[config.mk]
export PLATFORM = sky130hd
export DESIGN_NAME = xy_route_unit
export DESIGN_NICKNAME = d
export VERILOG_FILES = /design/src/rtl/xy_route_unit.sv
export SDC_FILE = /design/constraint.sdc
export NUM_CORES = 1
export LEC_CHECK = 0
export BUFFER_PORTS_ARGS = -buffer_cell sky130_fd_sc_hd__buf_2
export CAP_MARGIN = 20
export CELL_PAD_IN_SITES_DETAIL_PLACEMENT = 0
export CELL_PAD_IN_SITES_GLOBAL_PLACEMENT = 1
export CORE_MARGIN = 3
export CORE_UTILIZATION = 30
export CTS_CLUSTER_SIZE = 10
export DETAILED_ROUTE_END_ITERATION = 10
export PLACE_DENSITY = 0.58
export SYNTH_ARGS = -nofsm -noshare
export SYNTH_HDL_FRONTEND = slang
export SYNTH_SLANG_ARGS = --single-unit
[constraint.sdc]
create_clock -name clk -period 2.87 [get_ports clk]
set_input_delay 0.4305 -clock clk [delete_from_list [all_inputs] [get_ports clk]]
set_output_delay 0.4305 -clock clk [all_outputs]
set_load 0.01 [all_outputs]
[src/rtl/xy_route_unit.sv]
// xy_route_unit: registered route-compute stage for a 2D mesh router.
// Each accepted header is routed in XY or YX order, or flagged as out-of-mesh.
// The result is queued in a small FIFO together with the destination.
// Per-port and error pop counters are kept alongside the queue.
//
// Handshake: a transfer happens on a rising edge where valid && ready are both 1.
// valid is never withdrawn while the transfer is still pending.
// in_ready depends only on the occupancy count, never on out_ready.
module xy_route_unit #(
  parameter int COORD_W = 30,
  parameter int MESH_X  = 16,
  parameter int MESH_Y  = 16,
  parameter int DEPTH   = 4,
  parameter int CNT_W   = 16
) (
  input  logic                 clk,
  input  logic                 rst_n,
  input  logic [COORD_W-1:0]   cur_x,
  input  logic [COORD_W-1:0]   cur_y,
  input  logic                 mode,
  input  logic                 in_valid,
  output logic                 in_ready,
  input  logic [COORD_W-1:0]   in_dest_x,
  input  logic [COORD_W-1:0]   in_dest_y,
  output logic                 out_valid,
  input  logic                 out_ready,
  output logic [2:0]           out_port,
  output logic [4:0]           out_port_oh,
  output logic                 out_err,
  output logic [COORD_W-1:0]   out_dest_x,
  output logic [COORD_W-1:0]   out_dest_y,
  input  logic                 clr_cnt,
  output logic [5*CNT_W-1:0]   port_cnt,
  output logic [CNT_W-1:0]     err_cnt
);

  localparam int AW = $clog2(DEPTH);
  localparam logic [COORD_W-1:0] LIM_X = COORD_W'(MESH_X);
  localparam logic [COORD_W-1:0] LIM_Y = COORD_W'(MESH_Y);
  localparam logic [AW:0]        FULL  = (AW+1)'(DEPTH);
  localparam logic [CNT_W-1:0]   CMAX  = {CNT_W{1'b1}};

  localparam logic [2:0] P_LOCAL = 3'd0;
  localparam logic [2:0] P_EAST  = 3'd1;
  localparam logic [2:0] P_WEST  = 3'd2;
  localparam logic [2:0] P_NORTH = 3'd3;
  localparam logic [2:0] P_SOUTH = 3'd4;

  logic [2:0]         w_port;
  logic               w_err;
  logic               w_push;
  logic               w_pop;

  logic [2:0]         r_mem_port [DEPTH];
  logic               r_mem_err  [DEPTH];
  logic [COORD_W-1:0] r_mem_dx   [DEPTH];
  logic [COORD_W-1:0] r_mem_dy   [DEPTH];
  logic [AW-1:0]      r_wr_ptr;
  logic [AW-1:0]      r_rd_ptr;
  logic [AW:0]        r_count;
  logic [CNT_W-1:0]   r_pcnt [5];
  logic [CNT_W-1:0]   r_ecnt;

  // Route the incoming header; an out-of-mesh destination is sent local and flagged.
  always_comb begin
    w_err  = (in_dest_x >= LIM_X) || (in_dest_y >= LIM_Y);
    w_port = P_LOCAL;
    if (w_err) begin
      w_port = P_LOCAL;
    end else if (!mode) begin
      if      (in_dest_x > cur_x) w_port = P_EAST;
      else if (in_dest_x < cur_x) w_port = P_WEST;
      else if (in_dest_y > cur_y) w_port = P_NORTH;
      else if (in_dest_y < cur_y) w_port = P_SOUTH;
    end else begin
      if      (in_dest_y > cur_y) w_port = P_NORTH;
      else if (in_dest_y < cur_y) w_port = P_SOUTH;
      else if (in_dest_x > cur_x) w_port = P_EAST;
      else if (in_dest_x < cur_x) w_port = P_WEST;
    end
  end

  assign in_ready  = (r_count != FULL);
  assign out_valid = (r_count != '0);
  assign w_push    = in_valid && in_ready;
  assign w_pop     = out_valid && out_ready;

  // Entry storage: no reset needed, because reads are qualified by out_valid.
  always_ff @(posedge clk) begin
    if (w_push) begin
      r_mem_port[r_wr_ptr] <= w_port;
      r_mem_err[r_wr_ptr]  <= w_err;
      r_mem_dx[r_wr_ptr]   <= in_dest_x;
      r_mem_dy[r_wr_ptr]   <= in_dest_y;
    end
  end

  // Pointers wrap naturally; a simultaneous push and pop leaves the count unchanged.
  always_ff @(posedge clk or negedge rst_n) begin
    if (!rst_n) begin
      r_wr_ptr <= '0;
      r_rd_ptr <= '0;
      r_count  <= '0;
    end else begin
      if (w_push) r_wr_ptr <= r_wr_ptr + 1'b1;
      if (w_pop)  r_rd_ptr <= r_rd_ptr + 1'b1;
      if (w_push && !w_pop)      r_count <= r_count + 1'b1;
      else if (w_pop && !w_push) r_count <= r_count - 1'b1;
    end
  end

  assign out_port    = r_mem_port[r_rd_ptr];
  assign out_err     = r_mem_err[r_rd_ptr];
  assign out_dest_x  = r_mem_dx[r_rd_ptr];
  assign out_dest_y  = r_mem_dy[r_rd_ptr];
  assign out_port_oh = 5'b00001 << out_port;

  // Saturating pop statistics; a clear takes priority over a coincident pop.
  always_ff @(posedge clk or negedge rst_n) begin
    if (!rst_n) begin
      for (int p = 0; p < 5; p++) r_pcnt[p] <= '0;
      r_ecnt <= '0;
    end else if (clr_cnt) begin
      for (int p = 0; p < 5; p++) r_pcnt[p] <= '0;
      r_ecnt <= '0;
    end else if (w_pop) begin
      for (int p = 0; p < 5; p++) begin
        if (out_port == 3'(p) && r_pcnt[p] != CMAX) r_pcnt[p] <= r_pcnt[p] + 1'b1;
      end
      if (out_err && r_ecnt != CMAX) r_ecnt <= r_ecnt + 1'b1;
    end
  end

  for (genvar g = 0; g < 5; g++) begin : g_cnt
    assign port_cnt[g*CNT_W +: CNT_W] = r_pcnt[g];
  end
  assign err_cnt = r_ecnt;

endmodule

==> flow_metrics.env <==
export IMPL_outcome="finished clean"
export IMPL_place_congestion=0.765
export IMPL_synth_top_area_share_pct=46.9
export IMPL_ys_seq_area_share_pct=62.6
export IMPL_drive_above_1_share_pct=32.1
export IMPL_drc=0
export IMPL_antenna_found_initial=2
export IMPL_tightest_slew_ns=0.679
export IMPL_syn_avg_cell_area_um2=14.1
export IMPL_die_w_um=240
export IMPL_ys_top_cells_by_area="edfxtp_1 47%, dfrtp_1 16%, mux4_2 8.8%"
export IMPL_drtIter0Drc=603
export IMPL_slew_violations=0
export IMPL_cts_sinks=359
export IMPL_grt_pass1_wl_um=67000
export IMPL_synth_warnings=0
export IMPL_pin_count=293
export IMPL_clockRootBuffer="clkbuf_16"
export IMPL_grt_max_degree=65
export IMPL_setup_viol=0
export IMPL_cp_max_fo=6
export IMPL_path_clk_slew_ns=0.06
export IMPL_fin_crit_ns=2.73
export IMPL_total_power_w=0.0164
export IMPL_finClkSkew_ns=0.0201
export IMPL_peakVddDrop_mv=0.469
export IMPL_wl_per_cell_um=19.4
export IMPL_worst_path_buf_inv=0
export IMPL_synth_main_ff_cell="edfxtp_1"
export IMPL_nNetsFinal=1730
export IMPL_crit_chain="mux4_2 > or4b_4 > or3_1 > nor3b_2 > xnor2_1 > nor2_1"
export IMPL_whs_ns=0.104
export IMPL_rsz0062_at_grt="no"
export IMPL_worst_path_largest_cell_delay_ns=0.59
export IMPL_start_util_pct=30.4
export IMPL_track_usage_pct=15.2
export IMPL_leakage_nw=8.32
export IMPL_ant_nets=0
export IMPL_fill_cells=5157
export IMPL_hp_class="primary input to register"
export IMPL_die_y_um=240
export IMPL_worstSetupStartpoint="r_rd_ptr[0]$_DFFE_PN0P_"
export IMPL_syn_inst=1161
export IMPL_area_growth_pct=25.1
export IMPL_crit_family="simple AND/OR/NAND/NOR gates"
export IMPL_syn_num_nets=1359
export IMPL_die_area_um2=57500
export IMPL_synth_commonest_cells="256 x edfxtp_1, 103 x dfrtp_1, 98 x nor2_1, 78 x inv_1, 71 x ha_1"
export IMPL_post_cts_buffers=0
export IMPL_drt_pass1_iterations=4
export IMPL_cts_max_level=2
export IMPL_grt_overflow=0
export IMPL_vias=10900
export IMPL_required_ns=3.30
export IMPL_power_density_nw_per_um2=799
export IMPL_maxCapViolations=0
export IMPL_cts_tree="built"
export IMPL_synth_largest_area_cell="edfxtp_1"
export IMPL_slowest_stage="mux4_2"
export IMPL_maxSlewHeadroom_pct=54.7
export IMPL_end_kind="register"
export IMPL_max_freq_ghz=0.367
export IMPL_synth_async_sr_flop_share_pct=28.7
export IMPL_avgViaCountPerCell=4.82
export IMPL_clockBufferDepth=3
export IMPL_clock_latency_ns=0.57
export IMPL_synth_cell_types=62
export IMPL_ys_ff_latch=359
export IMPL_setup_tns_ns=0
export IMPL_syn_area_um2=16400
export IMPL_routed_wirelength_um=43800
export IMPL_reg2reg_from="r_rd_ptr[0]$_DFFE_PN0P_"
export IMPL_rows=85
export IMPL_portBuffers=292
export IMPL_grt_pass1_vias=11100
export IMPL_crit_type="register to register"
export IMPL_finalHoldViolations=0
export IMPL_synth_edf_count=256
export IMPL_core_um2=53900
export IMPL_cts_buffers=44
export IMPL_dp_hpwl_um=31100
export IMPL_hp_start="in_dest_x[0]"
export IMPL_period_share_pct=95.0
export IMPL_critical_path_arrival_ns=3.16
export IMPL_cp_start_kind="register"
export IMPL_yosys_cell_count_top_type="edfxtp_1"
[state kept, by name, summed over array words and instances (netlist names)]
name / count
r_wr_ptr: 2
r_count: 3
r_rd_ptr: 2
r_mem_port: 12
r_mem_dx: 120
port_cnt: 80
r_mem_err: 4
r_mem_dy: 120
err_cnt: 16
[power breakdown]
part | internal [W] | total, W | switching [W]
registers | 0.00645 | 0.00670 | 0.000249
logic | 0.00199 | 0.00464 | 0.00265
clock network | 0.00290 | 0.00504 | 0.00214
[worst reg2reg max path, delay by kind of cell (launching register included)]
family | cells | cell delay, ns
xor+xnor | 1 | 0.14
flops | 1 | 0.47
mux | 1 | 0.59
simple gates | 4 | 1.42
[area by class of cell]
class	instances	area, µm²	share of cell area (%)
Multi-Input combinational cell	687	5690	27.8
Antenna cell	1	2.50	0.0122
Tap cell	696	871	4.25
Clock buffer	66	1200	5.87
Clock inverter	8	80.1	0.391
Timing Repair Buffer	362	2080	10.2
Inverter	78	293	1.43
Sequential cell	359	10300	50.1
[cells in the final DEF (no fill, tap or decap), types with 23 or more instances in the layout]
| master | netlist | routed |
|---|---|---|
| xnor2_1 | 38 | 38 |
| nand4_1 | 47 | 47 |
| ha_1 | 71 | 71 |
| buf_2 | 1 | 291 |
| mux4_2 | 64 | 64 |
| nand2_1 | 57 | 57 |
| xor2_1 | 45 | 45 |
| o21ai_0 | 23 | 23 |
| buf_4 | 1 | 62 |
| inv_1 | 78 | 78 |
| nand3_1 | 37 | 37 |
| clkbuf_16 | 0 | 44 |
| a21oi_1 | 42 | 42 |
| dfrtp_1 | 103 | 101 |
| nor2_1 | 98 | 98 |
| edfxtp_1 | 256 | 256 |
[cell families after synthesis]
group                      synth area share [%]
AOI/OAI and AO/OA                          3.41
xor gates and xnor gates                   4.44
adders and majority gates                  5.54
buffers and inverters                      2.76
DFF                                        62.6
muxes                                      9.11
and+or+nand+nor                            12.1
[layer usage]
layer  wire, µm  global-route usage, %
met5         17                      0
met4        809                   3.96
met3       3140                   4.19
met2      20800                   24.7
met1      19000                   20.2
[path summary, 6_finish.rpt]
path                            slack (ns)                        to  cells after the start
worst max-delay path                  0.14  port_cnt[69]$_DFFE_PN0P_                      6
worst max register to register        0.14  port_cnt[69]$_DFFE_PN0P_                      6
max in group asynchronous             1.72  port_cnt[16]$_DFFE_PN0P_                      3
worst min register to register        0.53    r_count[2]$_DFFE_PN0P_                      1
worst min-delay path                  0.10  r_mem_dx[2][0]$_DFFE_PP_                      1
min in group asynchronous             0.31  port_cnt[36]$_DFFE_PN0P_                      2
[through the flow]
step	util, %	worst slack, ns	instances	area [µm²]
final	38.0	0.143	2257	20500
after global routing	38.0	0.00739	2256	20500
after floorplan	-	0.217	1161	16400
after global placement	35.6	-0.0630	2181	19200
after detailed placement	35.6	-0.0870	2181	19200
after CTS	38.0	0.0650	2256	20500
[repair_timing]
action,in CTS,in global routing
hold buffers,1,0
gates resized for setup,1,0
endpoints found under the setup margin,30,0
hold endpoints to repair,20,0
Note: power is estimated with default switching activity, not from simulation.
